**config.mk**
```make
export PLATFORM = sky130hd
export DESIGN_NAME = mem_arb_2432
export DESIGN_NICKNAME = d
export VERILOG_FILES = /design/src/rtl/mem_arb_2432.sv
export SDC_FILE = /design/constraint.sdc
export NUM_CORES = 1
export LEC_CHECK = 0
export BUFFER_PORTS_ARGS = -buffer_cell sky130_fd_sc_hd__buf_2
export CORE_AREA = 3 3 133 135
export DETAILED_ROUTE_END_ITERATION = 6
export DIE_AREA = 0 0 136 138
export PLACE_DENSITY_LB_ADDON = 0.1
export SYNTH_ARGS = -nofsm -noshare
export SYNTH_HDL_FRONTEND = slang
export SYNTH_SLANG_ARGS = --single-unit
```
**constraint.sdc**
```tcl
create_clock -name i_clk -period 2.09 [get_ports i_clk]
set_clock_uncertainty 0.05 [all_clocks]
set_input_delay 0.209 -clock i_clk [delete_from_list [all_inputs] [get_ports i_clk]]
set_output_delay 0.209 -clock i_clk [all_outputs]
set_load 0.01 [all_outputs]
```
**src/rtl/mem_arb_2432.sv**
```systemverilog
// Single-port RAM arbiter and step sequencer for cpu_2432: time-shares one
// synchronous RAM between instruction fetch, CPU data access and a host port.
module mem_arb_2432 #(
    parameter int ADDR_W     = 16,
    parameter int HOST_FIRST = 1
) (
    input  logic              i_clk,
    input  logic              i_rstb,
    input  logic              i_run,
    input  logic [23:0]       i_cpu_iaddr,
    input  logic [23:0]       i_cpu_daddr,
    input  logic [31:0]       i_cpu_dout,
    input  logic              i_cpu_ram_rd,
    input  logic [3:0]        i_cpu_ram_wr,
    output logic              o_cpu_clk_en,
    output logic [23:0]       o_cpu_instr,
    output logic [31:0]       o_cpu_din,
    input  logic              i_host_req,
    input  logic              i_host_we,
    input  logic [ADDR_W-1:0] i_host_addr,
    input  logic [31:0]       i_host_wdata,
    output logic              o_host_ack,
    output logic [31:0]       o_host_rdata,
    output logic              o_mem_en,
    output logic [3:0]        o_mem_we,
    output logic [ADDR_W-1:0] o_mem_addr,
    output logic [31:0]       o_mem_wdata,
    input  logic [31:0]       i_mem_rdata,
    output logic [31:0]       o_steps
);

    typedef enum logic [2:0] {
        ARB,
        HCAP,
        ICAP,
        DCAP,
        STEP
    } state_t;

    state_t              state_q, state_d;
    logic                host_last_q;
    logic                host_we_q;
    logic [23:0]         instr_q;
    logic [31:0]         din_q;
    logic [31:0]         rdata_q;
    logic [31:0]         steps_q;

    logic                grant_host;
    logic                grant_cpu;
    logic                mem_en;
    logic [3:0]          mem_we;
    logic [ADDR_W-1:0]   mem_addr;
    logic [31:0]         mem_wdata;

    // Upper CPU address bits fall outside the RAM and are deliberately dropped.
    logic unused_addr_bits;
    assign unused_addr_bits = ^{i_cpu_iaddr[23:ADDR_W], i_cpu_daddr[23:ADDR_W]};

    // NOTE: every signal driven here gets a default first, so no path leaves one unassigned and no latch is inferred.
    always_comb begin
        state_d    = state_q;
        grant_host = 1'b0;
        grant_cpu  = 1'b0;
        mem_en     = 1'b0;
        mem_we     = 4'b0000;
        mem_addr   = '0;
        mem_wdata  = '0;
        case (state_q)
            ARB: begin
                if (i_host_req && i_run) begin
                    grant_host = host_last_q ? 1'b0 : (HOST_FIRST != 0);
                end else begin
                    grant_host = i_host_req;
                end
                grant_cpu = i_run && !grant_host;
                if (grant_host) begin
                    mem_en    = 1'b1;
                    mem_we    = {4{i_host_we}};
                    mem_addr  = i_host_addr;
                    mem_wdata = i_host_wdata;
                    state_d   = HCAP;
                end else if (grant_cpu) begin
                    mem_en   = 1'b1;
                    mem_addr = i_cpu_iaddr[ADDR_W-1:0];
                    state_d  = ICAP;
                end
            end
            HCAP: state_d = ARB;
            ICAP: begin
                // A store takes priority over a load requested in the same step.
                if (i_cpu_ram_wr != 4'b0000) begin
                    mem_en    = 1'b1;
                    mem_we    = i_cpu_ram_wr;
                    mem_addr  = i_cpu_daddr[ADDR_W-1:0];
                    mem_wdata = i_cpu_dout;
                    state_d   = STEP;
                end else if (i_cpu_ram_rd) begin
                    mem_en   = 1'b1;
                    mem_addr = i_cpu_daddr[ADDR_W-1:0];
                    state_d  = DCAP;
                end else begin
                    state_d = STEP;
                end
            end
            DCAP:    state_d = STEP;
            STEP:    state_d = ARB;
            default: state_d = ARB;
        endcase
    end

    // NOTE: state registers use non-blocking assignments so every flop samples pre-edge values.
    always_ff @(posedge i_clk or negedge i_rstb) begin
        if (!i_rstb) begin
            state_q     <= ARB;
            host_last_q <= 1'b0;
            host_we_q   <= 1'b0;
            instr_q     <= '0;
            din_q       <= '0;
            rdata_q     <= '0;
            steps_q     <= '0;
        end else begin
            state_q <= state_d;
            case (state_q)
                ARB: begin
                    if (grant_host) begin
                        host_last_q <= 1'b1;
                        host_we_q   <= i_host_we;
                    end else if (grant_cpu) begin
                        host_last_q <= 1'b0;
                    end
                end
                HCAP: if (!host_we_q) rdata_q <= i_mem_rdata;
                ICAP: instr_q <= i_mem_rdata[23:0];
                DCAP: din_q   <= i_mem_rdata;
                STEP: steps_q <= steps_q + 32'd1;
                default: ;
            endcase
        end
    end

    // Reset also gates the RAM strobe so an in-flight store is withdrawn at once.
    assign o_mem_en    = i_rstb & mem_en;
    assign o_mem_we    = i_rstb ? mem_we : 4'b0000;
    assign o_mem_addr  = i_rstb ? mem_addr : '0;
    assign o_mem_wdata = i_rstb ? mem_wdata : '0;

    assign o_cpu_clk_en = (state_q == STEP);
    assign o_cpu_instr  = instr_q;
    assign o_cpu_din    = din_q;
    assign o_steps      = steps_q;
    assign o_host_ack   = (state_q == HCAP);
    // Read data bypasses the holding register so it is already valid with ack.
    assign o_host_rdata = (state_q == HCAP && !host_we_q) ? i_mem_rdata : rdata_q;

endmodule

```
## Yosys cells after proc, flatten, opt, wreduce, memory -nomap -nowiden

Cells that the tools add are included.

- Eq/ne operators: 5
- Bitwise gates (word level): 2
- Add/sub/neg operators: 1
- Muxes and demuxes: 32
- Reductions and logical operators: 11

Operator list:

| cell | count |
|---|---|
| $mux 32 | 4 |
| $mux 16 | 5 |
| $pmux 32 s2 | 1 |
| $add 32x1->32 const B | 1 |
| $pmux 16 s2 | 1 |
| $mux 3 | 4 |
| $mux 4 | 3 |
| $mux 1 | 11 |
| $pmux 3 s3 | 1 |
| $pmux 4 s2 | 1 |
| $eq 3x2->1 const B | 2 |
| $reduce_and 2->1 | 3 |
| $reduce_bool 4->1 | 1 |
| $eq 3x1->1 const B | 1 |
| $eq 3x3->1 const B | 1 |
| $logic_and 1x1->1 | 3 |
| $logic_not 3->1 | 1 |
| $ne 3x3->1 const B | 1 |
| $logic_not 1->1 | 2 |
| $pmux 1 s2 | 1 |
| $reduce_bool 2->1 | 1 |
| $and 1x1->1 | 1 |
| $not 1->1 | 1 |

- Flip-flop bits (word level): 125
- Output and inout port bits: 175

## Depth between registers and ports, before layout

- Depth in word-level cells: 9
- Gate-level depth with buffers: 7
- Gate-level depth less buffers: 5

## Least setup slack after synthesis

OpenSTA, ideal clock, no wires.

- Path kind: register to output
- From: register state_q[1]
- To: output port o_host_rdata[20]
- Arrival time: 1807 ps
- Cell stages (with the launch flop): 7
- Slack: 24 ps
- Required time: 1831 ps
- Buffers on the path: 3
- Cells stage by stage: dfrtp_1 > clkbuf_2 > nor3b_1 > and2_1 > clkbuf_1 > buf_2 > mux2_1

- Longest elaborated chain between the ends: 3

Ends and longest elaborated chain:

| what | RTL line | text |
|---|---|---|
| start, declared | 40 | `state_t state_q, state_d;` |
| start signal, assigned | 122 | `state_q <= state_d;` |
| $eq 3x1->1 | -- |  |
| via o_host_ack | 22 | `output logic o_host_ack,` |
| $logic_and 1x1->1 | 153 | `assign o_host_rdata = (state_q == HCAP && !host_we_q) ? i_mem_rdata : rdata_q;` |
| $mux 32 | 153 |  |
| end, declared | 23 | `output logic [31:0] o_host_rdata,` |

The timed path passes the listed nets, and every way through them passes these cells.

## Worst setup path after layout

- From: register state_q[0]
- To: output port o_mem_wdata[8]

- Longest elaborated chain between the ends: 3
- Elaborated cells between the ends (all ways): 4

Ends and longest elaborated chain:

| what | RTL line | text |
|---|---|---|
| $eq 3x2->1 or $logic_not 3->1 (tied branches) | 68 | `case (state_q)` |
| $pmux 32 s2 (*) | 68 |  |
| $mux 32 (*) | 145 | `assign o_mem_wdata = i_rstb ? mem_wdata : '0;` |
| end, declared | 27 | `output logic [31:0] o_mem_wdata,` |

Every way passes the cells marked *; elsewhere a longest branch is shown, timed or not.

==> metrics.md <==
| Metric | Value |
|---|---|
| Min cycle time layout | 2.307 ns |
| Status | finished, violations left |
| Fmax | 0.4335 GHz |
| Critical Path Fanout Max | 13 |
| DRT iter0 DRCs | 307 |
| Fin area | 9149 um2 |
| Worst Reg-to-Reg Cells | 6 |
| Most frequent cells in the layout | buf_2, dfrtp_1, mux2_2, nor2_1, buf_6 |
| Critical Path AT | 2.05 ns |
| Main synth FF type | dfrtp_1 |
| Port Buffers | 328 |
| CP delay by family, top | simple AND/OR/NAND/NOR gates |
| First-pass GRT wire length | 31,840 um |
| Die ar. | 18,770 um2 |
| Via-to-Cell Ratio | 5.000 |
| Clk Tree Root Cell | clkbuf_16 |
| Setup TNS | -11.72 ns |
| Post-DP Area | 7716 um2 |
| Detailed Route WL | 20,720 um |
| GR Util All Layers | 21.56% |
| Worst r2r src | state_q[0]$_DFFE_PN0P_ |
| Final Wtd Congestion | 0.9555 |
| Sw Ratio | 34.67% |
| Clock power share | 22.0% |
| H-tree Lvls | 4 |
| Vias | 5,405 |
| Mean post-synth cell area | 12.09 um2 |
| Comb pwr share | 48.1% |
| Worst Path Required | 1.83 ns |
| Clk_lat worst skew | 0.41 ns |
| Power Internal | 8.469 mW |
| Non-filler instance count after layout | 1,081 |
| Core area | 16,580 um2 |
| Routed WL per cell | 19.17 um |
| Post-Syn Area | 5694 um2 |
| FP Rows | 47 |
| Leading cell type in the layout, fill and taps excluded | buf_2 |
| Switching power | 4.493 mW |
| Die Wd | 136 um |
| Hold WC Path Type | in2reg |
| RSZ-0062 raised after global routing | yes |
| Ant diodes | 0 |
| Worst hold slack | 0.009957 ns |
| DP Cell Count | 1,004 |
| Pwr Total | 12.96 mW |
| Maximum vdd ir drop | 918.1 uV |
| Pleak | 4.564 nW |
| Num CTS Buffers | 17 |
| Count of cell types in the netlist | 37 |
| R2R setup slack | 0.09 ns |
| Starting density of the core | 34.34% |
| Critical path cell sequence | buf_6 > nor3b_4 > nor2b_4 > buf_12 > a22oi_1 > nor2_1 > buf_2 |
| Gr ovfl total | 0 |
| Ports | 345 |
| Pwr Density | 1417 nW/um2 |
| Syn Nets | 642 |
| DR DRC count | 0 |
| Crit path capture type | output pin |
| Area share of the largest cell type after synthesis | 54.93% |
| Yosys warning total | 0 |
| Reg power frac | 29.9% |
| Type of the worst setup path | reg2out |
| # Max-Cap Violations | 0 |
| Clock-pin slew on the worst setup and hold paths | 0.06 ns |
| Seq/Total Area, Yosys | 54.93% |
| CTS tree | done |
| Failing checks | setup timing |
| FFs w/ async S/R, synth | 100.0% |
| Synth area leader | dfrtp_1 |
| Worst-margin pin slew | 0.6746 ns |
| Startpoint type of the worst setup path | flip-flop |
| Worst Path Buf+Inv | 3 |
| Post-synth EDFFs | 0 |
| Area contributors post-synth | dfrtp_1, mux2_2, xnor2_1, a22oi_1, nor2_1 |
| Final-report max-slew violation count | 0 |
| Final WS setup | -0.2167 ns |
| Cells after Synth | 471 |
| Tcrit/Tclk final | 110.4% |
| Final hold violation count | 0 |
| CP Depth | 7 |
| Layout Area Growth over Synthesis | 60.67% |
| Worst path slowest cell | dfrtp_1 |
| Post-route ant nets | 0 |
| Worst Setup SP | state_q[0]$_DFFE_PN0P_ |
| Die Span Y | 138 um |
| Pre-antenna DRT Iters | 5 |
| Initial antenna violation count | 2 |
| Flops & latches, synth | 125 |
| Clock Path Buffers | 2 |
| CP endpoint | o_mem_wdata[8] |
| Reg-to-Reg End | o_steps[27]$_DFFE_PN0P_ |
| Layout cell share with drive strength beyond 1 | 58.07% |
| Clock sink total | 125 |
| Nets | 1,019 |
| Critical Path Max Stage Delay | 0.42 ns |
| Vias in the first global route | 5,760 |
| Relative slew slack | 55.03% |
| Fillers | 1,468 |
| Finish-stage setup viols | 85 |
| Largest net degree at the start of global routing | 126 |
| Hpwl dp | 14,750 um |
-- metrics by stage --
stage	worst slack, ns	util, %
2_1_floorplan	0.02422	-
3_3_place_gp	0.06794	46.53
3_5_place_dp	0.06985	46.53
4_1_cts	-0.2238	53.35
5_1_grt	-0.3273	55.17
6_report	-0.2167	55.17
-- metal layers --
| metal | share of wire, % | up-vias | GRT usage (%) |
|---|---|---|---|
| met5 | 0.10 | - | 0 |
| met4 | 0.96 | 4 | 4.615 |
| met3 | 9.9 | 20 | 9.084 |
| met2 | 48 | 244 | 33.95 |
| met1 | 41 | 2671 | 27.89 |
| li1 | - | 2466 | - |
-- synthesized netlist by cell type, types with 3 or more instances --
master / count
and3_1: 5
a222oi_1: 16
a21oi_1: 5
and2_1: 4
clkbuf_1: 24
nand2_1: 23
dfrtp_1: 125
nand3_1: 16
xnor2_1: 28
o21ai_0: 3
nor2_1: 52
nand4_1: 12
nor3_1: 3
mux2_2: 86
xor2_1: 3
a22oi_1: 32
inv_1: 6
buf_2: 5
-- flip-flops by register name, summed over array words and instances, names as in the netlist --
register	count
o_cpu_din	32
o_steps	32
rdata_q	32
o_cpu_instr	24
state_q	3
host_last_q	1
host_we_q	1
-- worst register-to-register path: cells and delay by family (launching register included) --
family                    cells  cell delay (ns)
and+or+nand+nor               3             0.95
buffers and inverters         2             0.34
xor gates and xnor gates      1             0.14
DFF                           1             0.42
-- power by group through the flow --
stage	Combinational, mW	Clock, mW	Sequential, mW
finish	6.23	2.85	3.87
global route	6.70	3.05	3.98
CTS	5.62	2.92	3.86
detailed placement	5.00	0	3.87
global placement	4.93	0	3.81
floorplan	2.54	0	4.09
-- logic make-up (layout without fill, tap and decap cells) --
group	after synthesis	in the layout	share of synthesized area [%]
buffers and inverters	37	427	2.637
DFF	125	125	54.93
adders and majority gates	1	1	0.2197
muxes	88	88	17.40
xor gates and xnor gates	31	31	4.768
and+or+nand+nor	128	128	11.51
AOI/OAI and AO/OA	61	61	8.525
-- repair_timing --
action,4_1_cts,5_1_grt
pin swaps,7,5
setup buffers,7,7
resized for setup,41,57
endpoints found under the hold margin,172,0
endpoints found under the setup margin,86,91
gates cloned,2,2
hold buffers,28,0
-- area by class of cell --
class	instances	area [um2]	share of cell area, %
Timing Repair Buffer	389	2570	28.09
Sequential cell	125	3131	34.22
Clock buffer	18	429.2	4.691
Tap cell	220	275.3	3.009
Inverter	6	22.52	0.2462
Clock inverter	14	143.9	1.573
Multi-Input combinational cell	309	2577	28.17
-- how the worst min path moves through the flow --
stage	startpoint	to	slack [ns]	depth (start not counted)
floorplan	i_rstb	host_last_q$_DFFE_PN0P_	-0.14	0
finish	i_host_we	host_we_q$_DFFE_PN0P_	0.01	3
CTS	i_mem_rdata[20]	o_cpu_din[20]$_DFFE_PN0N_	0.001	2
global route	i_host_we	host_we_q$_DFFE_PN0P_	0.01	3
global placement	i_rstb	o_steps[20]$_DFFE_PN0P_	0.34	2
detailed placement	i_rstb	o_steps[20]$_DFFE_PN0P_	0.35	2
No activity file was read; power rests on OpenSTA's default activity.
